**config.mk**
```make
export PLATFORM = sky130hd
export DESIGN_NAME = uart_frame_rx
export DESIGN_NICKNAME = d
export VERILOG_FILES = /design/src/rtl/uart_frame_rx.sv
export SDC_FILE = /design/constraint.sdc
export NUM_CORES = 1
export LEC_CHECK = 0
export CAP_MARGIN = 15
export CORE_AREA = 8 8 108 184
export DETAILED_ROUTE_END_ITERATION = 16
export DIE_AREA = 0 0 116 192
export MAX_ROUTING_LAYER = met4
export RECOVER_POWER = 100
export SYNTH_ARGS = -nofsm -noshare
export SYNTH_HDL_FRONTEND = slang
export SYNTH_SLANG_ARGS = --single-unit
export TNS_END_PERCENT = 5
```
**constraint.sdc**
```tcl
create_clock -name clk -period 1.89 [get_ports clk]
set_input_delay 0.189 -clock clk [delete_from_list [all_inputs] [get_ports clk]]
set_output_delay 0.189 -clock clk [all_outputs]
set_load 0.03 [all_outputs]
```
**src/rtl/uart_frame_rx.sv**
```systemverilog
// Frames the UART byte stream (SYNC, LEN, payload, CHK) into a held, checksummed buffer; read port has 1-cycle latency.
// No backpressure to the UART: bytes arriving while a frame is held are dropped and flagged with an overrun pulse.
module uart_frame_rx #(
    parameter logic [7:0] SYNC_BYTE    = 8'hA5,
    parameter int         MAX_LEN      = 16,
    parameter int         TIMEOUT_CLKS = 12000,
    localparam int        LW           = $clog2(MAX_LEN + 1),
    localparam int        AW           = $clog2(MAX_LEN),
    localparam int        TW           = $clog2(TIMEOUT_CLKS)
) (
    input  logic          clk,
    input  logic          rst,
    input  logic [7:0]    rx_byte,
    input  logic          byte_available,
    output logic          frame_valid,
    output logic [LW-1:0] frame_len,
    input  logic [AW-1:0] rd_addr,
    output logic [7:0]    rd_data,
    input  logic          frame_ack,
    output logic          chk_error,
    output logic          len_error,
    output logic          timeout,
    output logic          overrun
);

    typedef enum logic [2:0] {S_SYNC, S_LEN, S_PAYLOAD, S_CHECK, S_HOLD} state_t;

    state_t          state_q;
    logic            bav_q;
    logic [LW-1:0]   len_q, idx_q, frame_len_q;
    logic [7:0]      sum_q, rd_data_q;
    logic [TW-1:0]   tcnt_q;
    logic            frame_valid_q, chk_error_q, len_error_q, timeout_q, overrun_q;
    logic [7:0]      pl_mem_q [MAX_LEN];
    logic            strobe, tmo_hit;

    assign strobe  = byte_available & ~bav_q;
    assign tmo_hit = (tcnt_q == TW'(TIMEOUT_CLKS - 1));

    always_ff @(posedge clk) begin
        if (rst) begin
            state_q       <= S_SYNC;
            bav_q         <= 1'b0;
            len_q         <= '0;
            idx_q         <= '0;
            sum_q         <= '0;
            tcnt_q        <= '0;
            frame_valid_q <= 1'b0;
            frame_len_q   <= '0;
            chk_error_q   <= 1'b0;
            len_error_q   <= 1'b0;
            timeout_q     <= 1'b0;
            overrun_q     <= 1'b0;
        end else begin
            bav_q       <= byte_available;
            chk_error_q <= 1'b0;
            len_error_q <= 1'b0;
            timeout_q   <= 1'b0;
            overrun_q   <= 1'b0;
            if (state_q == S_LEN || state_q == S_PAYLOAD || state_q == S_CHECK)
                tcnt_q <= strobe ? '0 : tcnt_q + TW'(1);
            else
                tcnt_q <= '0;

            // A strobe on the terminal-count cycle wins over the timeout.
            case (state_q)
                S_SYNC: begin
                    if (strobe && rx_byte == SYNC_BYTE)
                        state_q <= S_LEN;
                end
                S_LEN: begin
                    if (strobe) begin
                        len_q <= LW'(rx_byte);
                        sum_q <= rx_byte;
                        idx_q <= '0;
                        if (int'(rx_byte) > MAX_LEN) begin
                            len_error_q <= 1'b1;
                            state_q     <= S_SYNC;
                        end else if (rx_byte == 8'd0) begin
                            state_q <= S_CHECK;
                        end else begin
                            state_q <= S_PAYLOAD;
                        end
                    end else if (tmo_hit) begin
                        timeout_q <= 1'b1;
                        state_q   <= S_SYNC;
                    end
                end
                S_PAYLOAD: begin
                    if (strobe) begin
                        sum_q <= sum_q + rx_byte;
                        idx_q <= idx_q + LW'(1);
                        if (idx_q + LW'(1) == len_q)
                            state_q <= S_CHECK;
                    end else if (tmo_hit) begin
                        timeout_q <= 1'b1;
                        state_q   <= S_SYNC;
                    end
                end
                S_CHECK: begin
                    if (strobe) begin
                        if (rx_byte == sum_q) begin
                            frame_valid_q <= 1'b1;
                            frame_len_q   <= len_q;
                            state_q       <= S_HOLD;
                        end else begin
                            chk_error_q <= 1'b1;
                            state_q     <= S_SYNC;
                        end
                    end else if (tmo_hit) begin
                        timeout_q <= 1'b1;
                        state_q   <= S_SYNC;
                    end
                end
                S_HOLD: begin
                    if (strobe)
                        overrun_q <= 1'b1;
                    if (frame_ack) begin
                        frame_valid_q <= 1'b0;
                        state_q       <= S_SYNC;
                    end
                end
                default: state_q <= S_SYNC;
            endcase
        end
    end

    // Buffer is written only while collecting payload, so it stays frozen in S_HOLD.
    always_ff @(posedge clk) begin
        if (!rst && state_q == S_PAYLOAD && strobe)
            pl_mem_q[idx_q[AW-1:0]] <= rx_byte;
    end

    always_ff @(posedge clk) begin
        if (rst)
            rd_data_q <= '0;
        else
            rd_data_q <= pl_mem_q[rd_addr];
    end

    assign frame_valid = frame_valid_q;
    assign frame_len   = frame_len_q;
    assign rd_data     = rd_data_q;
    assign chk_error   = chk_error_q;
    assign len_error   = len_error_q;
    assign timeout     = timeout_q;
    assign overrun     = overrun_q;

endmodule

```
==> out/metrics.cfg, run 1 <==
[route]
firstDrtPassIters = 5
routed-via-count = 4509
drc = 0
avgRoutedWirePerCell_um = 20.47
drt-vias-per-instance = 5.323
routed_wl_mm = 17.34
ant_nets = 0
drt_iter0_drc = 270

[grt]
grt_overflow = 0
grt_antenna_before_repair = 0
grt_pass1_vias = 4842
grtUsageTotal = 0.1670
grt_max_degree = 24
grt_pass1_wl_mm = 26.22

[clock_network]
clockRootBuffer = clkbuf_16
clk_pin_slew_ns = 0.07
cts_buffers = 17
cts_tree = built
htreeDepth = 4
clk-insertion-delay-late_ns = 0.42
cts_num_sinks = 182
cts_hold_buffers = 0
clk_path_buf_depth = 2

[timing]
fin_crit_ns = 1.949
max_slew_margin = 0.5323
final.period_utilization = 1.031
worst_pin_slew_ns = 0.7016
fmax_ghz = 0.5132
rsz0062_at_grt = true
slew_viol_final = 0
setup_violations = 6
finalHoldViolations = 0
tns_ns = -0.2746
fin_ws_ns = -0.05862
fin_hold_ws_ns = 0.1878
finalClockSkew_ns = 0.007363

[worst_setup_path]
crit_type = flop to flop
cpPeakStageDelay_ns = 0.36
worstPathCellList = ha_4 -> nor4_4 -> nand3_1 -> nor4_2 -> nor2b_2 -> buf_6 -> mux2i_1 -> nor2_1
crit_fanout = 6
cp_num_buf_inv = 1
worstRegToRegCells = 8
cp.arrival_ns = 2.27
start_kind = flop
cp-end-kind = flop
critPathSlowestCell = dfxtp_2
path_delay_family = simple AND/OR/NAND/NOR gates
critical_path_depth = 8
required_ns = 2.21

[logic_synthesis]
synth_top_area_share = 0.5038
synthArstFlopShare = 0
yosysTopAreaCell = edfxtp_1
synth_nets = 527
synth_warnings = 0
syn-cell-area_um2 = 7630
synth_common_cells = edfxtp_1 (128), dfxtp_1 (54), nor2_1 (51)
synth-edff-count = 128
synth_most_common_cell = edfxtp_1
ys_types = 47
synth-seq-area-share = 0.6455
syn_area_per_cell_um2 = 15.32
yosys-top-cells-area = edfxtp_1 (50%), dfxtp_1 (14%), mux4_1 (6.9%), mux4_2 (5.9%), nor2_1 (2.5%)
ys.flop_type = edfxtp_1
synthCells = 498
yosys_register_bits = 182

[power]
peakVddDrop_mv = 0.5935
power_w = 0.007986
p_leak_nw = 3.243
power.density_nw_per_um2 = 853.8

[place]
placement.io_buffers = 33
routabilityCongestion = 0.8966
post-place-cells = 813
post-dp-hpwl_mm = 12.47
dp_slack_ns = -0.6169

[run]
max-cap-violations = 0

[hold_path]
hold_path.class = primary input to flop
min_path_cells = 3

[layout]
nFillCells = 1497
antenna_cells = 0
area_growth_pct = 22.60
drive_gt1_frac = 0.2403
fin_nets = 632
fin_cells = 847

[floorplan]
core-area_um2 = 17300
io_pins = 34
dieArea_um2 = 22270
rows = 64
die_w_um = 116
die_h_um = 192
initial_core_util = 0.4411

[outcome]
violations = setup timing
status = finished with violations

==> power breakdown <==
part | switching [W] | internal (W) | total (W)
clock | 0.00149 | 0.00177 | 0.00326
sequential | 0.00000340 | 0.00427 | 0.00428
combinational | 0.000235 | 0.000217 | 0.000452
==> final cells by class <==
| type | instances | area [um2] | share of cell area |
|---|---|---|---|
| Clock inverter | 12 | 97.59 | 0.01043 |
| Clock buffer | 20 | 456.7 | 0.04882 |
| Timing Repair Buffer | 112 | 927.1 | 0.09912 |
| Multi-Input combinational cell | 284 | 2634 | 0.2816 |
| Sequential cell | 182 | 4927 | 0.5268 |
| Tap cell | 231 | 289.0 | 0.03090 |
| Inverter | 6 | 22.52 | 0.002408 |
==> sequential cells by signal (all words and copies together), names as in the netlist <==
signal       count
overrun          1
sum_q            8
len_error        1
chk_error        1
frame_valid      1
timeout          1
pl_mem_q       128
tcnt_q          14
idx_q            5
bav_q            1
frame_len        5
state_q          3
len_q            5
rd_data          8
==> cells by family (layout without fill, tap and decap cells) <==
logic type | after synthesis | in the layout | synth area share
adder cells (fa/ha/maj) | 13 | 13 | 0.02230
XOR/XNOR | 24 | 24 | 0.02755
flip-flops | 182 | 182 | 0.6455
buffers and inverters | 32 | 150 | 0.02328
AND/OR/NAND/NOR | 160 | 160 | 0.1099
multiplexers | 50 | 50 | 0.1412
AO/OA/AOI/OAI | 37 | 37 | 0.03034
==> path summary, 6_finish.rpt <==
check,startpoint,endpoint,slack (ns)
setup / recovery,sum_q[6]$_SDFFE_PP0P_,frame_len[4]$_SDFFE_PP0P_,-0.06
hold / removal,rst,frame_len[2]$_SDFFE_PP0P_,0.19
setup reg to reg,sum_q[6]$_SDFFE_PP0P_,frame_len[4]$_SDFFE_PP0P_,-0.06
hold reg to reg,tcnt_q[0]$_SDFF_PP0_,tcnt_q[0]$_SDFF_PP0_,0.45
==> worst min-delay path, stage by stage <==
cell,delay [ns]
buf_2,0.11
buf_4,0.21
nor2_1,0.05
==> timing repair <==
action                     CTS  global route
buffers inserted             0             1
hold endpoints to repair     0             0
pin swaps                    1             4
setup endpoints to repair   11            21
cloned                       0             1
resized for setup            6            16
==> per-stage QoR <==
step,util,area [um2]
detailed placement,0.5033,8705
global route,0.5408,9354
finish,0.5408,9354
floorplan,-,7635
CTS,0.5365,9279
global placement,0.5033,8705
==> cells in the final DEF, fill, tap and decap left out, drive strengths merged, types with 6 or more instances in the layout <==
master         count
nor2              51
clkbuf            31
mux4              40
nand2b             6
xor2              10
clkinv             8
inv                8
o21ai              6
mux2i              9
nand3             22
dfxtp             54
nor2b             15
buf               71
clkdlybuf4s50     24
nand2             25
nor4               6
and3               9
a21oi             15
xnor2             14
ha                12
edfxtp           128
nor3              13
==> metal layers <==
layer	track usage	up-vias	part of all wire
met4	0.09533	0	0.028
met1	0.1561	2270	0.35
met3	0.02771	21	0.034
met2	0.3099	97	0.59
met5	-	-	0
li1	-	2121	-
No activity file was read; power rests on OpenSTA's default activity.
==> run 2: changes to the inputs <==
- CAP_MARGIN: 15 -> 5
- CORE_AREA: 8 8 108 184 -> 8 8 99 169
- DIE_AREA: 0 0 116 192 -> 0 0 107 177
- PLACE_DENSITY_LB_ADDON: not set -> 0.3
==> run 2 against run 1 <==
  * The flow still finishes with violations (setup timing)
  * Clock-buffer cell count unchanged
  * Final cell count down 7.7%
  * Clock power rose by 10%
  * Flip-flop and latch count stayed put
  * Utilization rose by 9.4 points
  * Largest cell class unchanged
==> out/metrics.cfg, run 2 (same netlist as run 1, synthesis figures left out) <==
[outcome]
status = finished with violations
violations = setup timing

[run]
max-cap-violations = 0  ; unchanged

[floorplan]
initial_core_util = 0.5246  ; +0.08353
die_w_um = 107  ; -7.8%
rows = 59  ; -7.8%
core-area_um2 = 14540  ; -16%
io_pins = 34  ; unchanged
die_h_um = 177  ; -7.8%
dieArea_um2 = 18940  ; -15%

[power]
p_leak_nw = 3.183  ; -1.9%
power.density_nw_per_um2 = 898.9  ; +5.3%
power_w = 0.008293  ; +3.8%
peakVddDrop_mv = 0.6911  ; +16%

[route]
firstDrtPassIters = 5  ; unchanged
routed_wl_mm = 16.45  ; -5.1%
drt_iter0_drc = 293  ; +8.5%
routed-via-count = 4522  ; +0.29%
drc = 0  ; unchanged
ant_nets = 0  ; unchanged
drt-vias-per-instance = 5.783  ; +8.6%
avgRoutedWirePerCell_um = 21.04  ; +2.8%

[clock_network]
clockRootBuffer = clkbuf_16
clk_pin_slew_ns = 0.07  ; about the same
cts_tree = built
cts_hold_buffers = 0  ; unchanged
clk_path_buf_depth = 2  ; unchanged
clk-insertion-delay-late_ns = 0.42  ; about the same
cts_buffers = 17  ; unchanged
htreeDepth = 4  ; unchanged
cts_num_sinks = 182  ; unchanged

[grt]
grt_overflow = 0  ; unchanged
grtUsageTotal = 0.1900  ; +0.02298
grt_antenna_before_repair = 0  ; unchanged
grt_max_degree = 33  ; +38%
grt_pass1_wl_mm = 26.13  ; -0.34%
grt_pass1_vias = 4738  ; -2.1%

[layout]
multi_input_area_um2 = 2636  ; about the same
area_growth_pct = 20.92
final_common_cell = edfxtp_1
fin_util = 0.6344  ; +0.09363
antenna_cells = 0  ; unchanged
drive_gt1_frac = 0.2254  ; -0.01488
nFillCells = 1050  ; -30%
layout_common_cells = edfxtp_1 (128), dfxtp_1 (51), nor2_1 (50), buf_4 (50), nand2_1 (25)
fin_nets = 615  ; -2.7%
largest_reg_flops = 128  ; unchanged
seq_area_um2 = 4928  ; about the same

[worst_setup_path]
start_kind = primary input
cp.arrival_ns = 2.30  ; +0.03 ns
crit_fanout = 19  ; +13
worstRegToRegCells = 8  ; unchanged
r2r_slack_ns = 0.04  ; +0.10 ns
r2r-start = sum_q[0]$_SDFFE_PP0P_
cp-end-kind = flop
crit_type = primary input to flop
required_ns = 2.25  ; +0.04 ns
r2r_end = frame_len[2]$_SDFFE_PP0P_

[hold_path]
hold_path.class = primary input to flop
min_path_cells = 2  ; -1
min_to = bav_q$_SDFF_PP0_
hp-start = rst

[timing]
fin_ws_ns = -0.05007  ; +0.008550 ns
tns_ns = -0.05007  ; +0.2246 ns
final.period_utilization = 1.026  ; -0.004524
fmax_ghz = 0.5154  ; +0.44%
setup_violations = 1  ; -5
rsz0062_at_grt = true
finalClockSkew_ns = 0.01012  ; +0.002756 ns
worst_pin_slew_ns = 0.9068  ; +0.2053 ns
max_slew_margin = 0.3954  ; -0.1369
slew_viol_final = 0  ; unchanged
fin_crit_ns = 1.940  ; -0.008550 ns
fin_hold_ws_ns = 0.1021  ; -0.08565 ns
finalHoldViolations = 0  ; unchanged

[place]
placement.io_buffers = 33  ; unchanged
routabilityCongestion = 0.9055  ; +0.99%
post-dp-hpwl_mm = 11.45  ; -8.1%

run 2: cell count changes in the layout (fill, tap and decap cells not counted), sizes merged, moves of 2 or more:
cell / change
bufinv: +3
clkinv: -3
buf: -14
dlygate4sd2: +2
clkbuf: -4
run 2: power by group:
group	internal, W	switching (W)
Combinational	0.000204	0.000223
Clock	0.00211	0.00147
Sequential	0.00427	0.00000506
run 2: area by class of cell:
class,count,share of cell area
Multi-Input combinational cell,284,0.2857
Clock buffer,20,0.04733
Timing Repair Buffer,95,0.08679
Sequential cell,182,0.5342
Tap cell,183,0.02482
Inverter,6,0.002441
Clock inverter,12,0.01871
run 2: per-stage QoR:
stage | setup WS, ns | cell area (um2) | std cells
floorplan | -0.1783 | 7635 | 498
detailed placement | -0.5636 | 8517 | 748
CTS | -0.06225 | 9195 | 781
global placement | -0.5417 | 8517 | 748
global route | -0.1010 | 9226 | 782
finish | -0.05007 | 9226 | 782
run 2: worst max path at each step:
stage                            start  slack (ns)                        end
2_1_floorplan  state_q[2]$_SDFFE_PP0P_       -0.18   pl_mem_q[3][0]$_DFFE_PP_
3_3_place_gp                rx_byte[2]       -0.54  frame_len[4]$_SDFFE_PP0P_
3_5_place_dp                rx_byte[2]       -0.56  frame_len[0]$_SDFFE_PP0P_
4_1_cts          sum_q[0]$_SDFFE_PP0P_       -0.06  frame_len[3]$_SDFFE_PP0P_
5_1_grt          sum_q[0]$_SDFFE_PP0P_       -0.10  frame_len[2]$_SDFFE_PP0P_
6_report                    rx_byte[6]       -0.05      sum_q[6]$_SDFFE_PP0P_
run 2: timing repair:
item                       4_1_cts  5_1_grt
resized for setup               14       12
cloned                           1        0
setup endpoints to repair       18       65
pin swaps                        3        2
buffers inserted                 0        1
run 2: worst max-delay path: stages:
cell and delay [ns]:
clkdlybuf4s50_1 0.59, clkbuf_1 0.69, o22ai_1 0.19, or4_1 0.52, nor2_1 0.10
run 2: per-layer routing:
metal / global-route usage / part of all wire / up-vias
met2: 0.3485 / 0.58 / 124
met1: 0.1941 / 0.36 / 2279
li1: - / - / 2087
met4: 0.07316 / 0.026 / 0
met5: - / 0 / -
met3: 0.03392 / 0.032 / 32
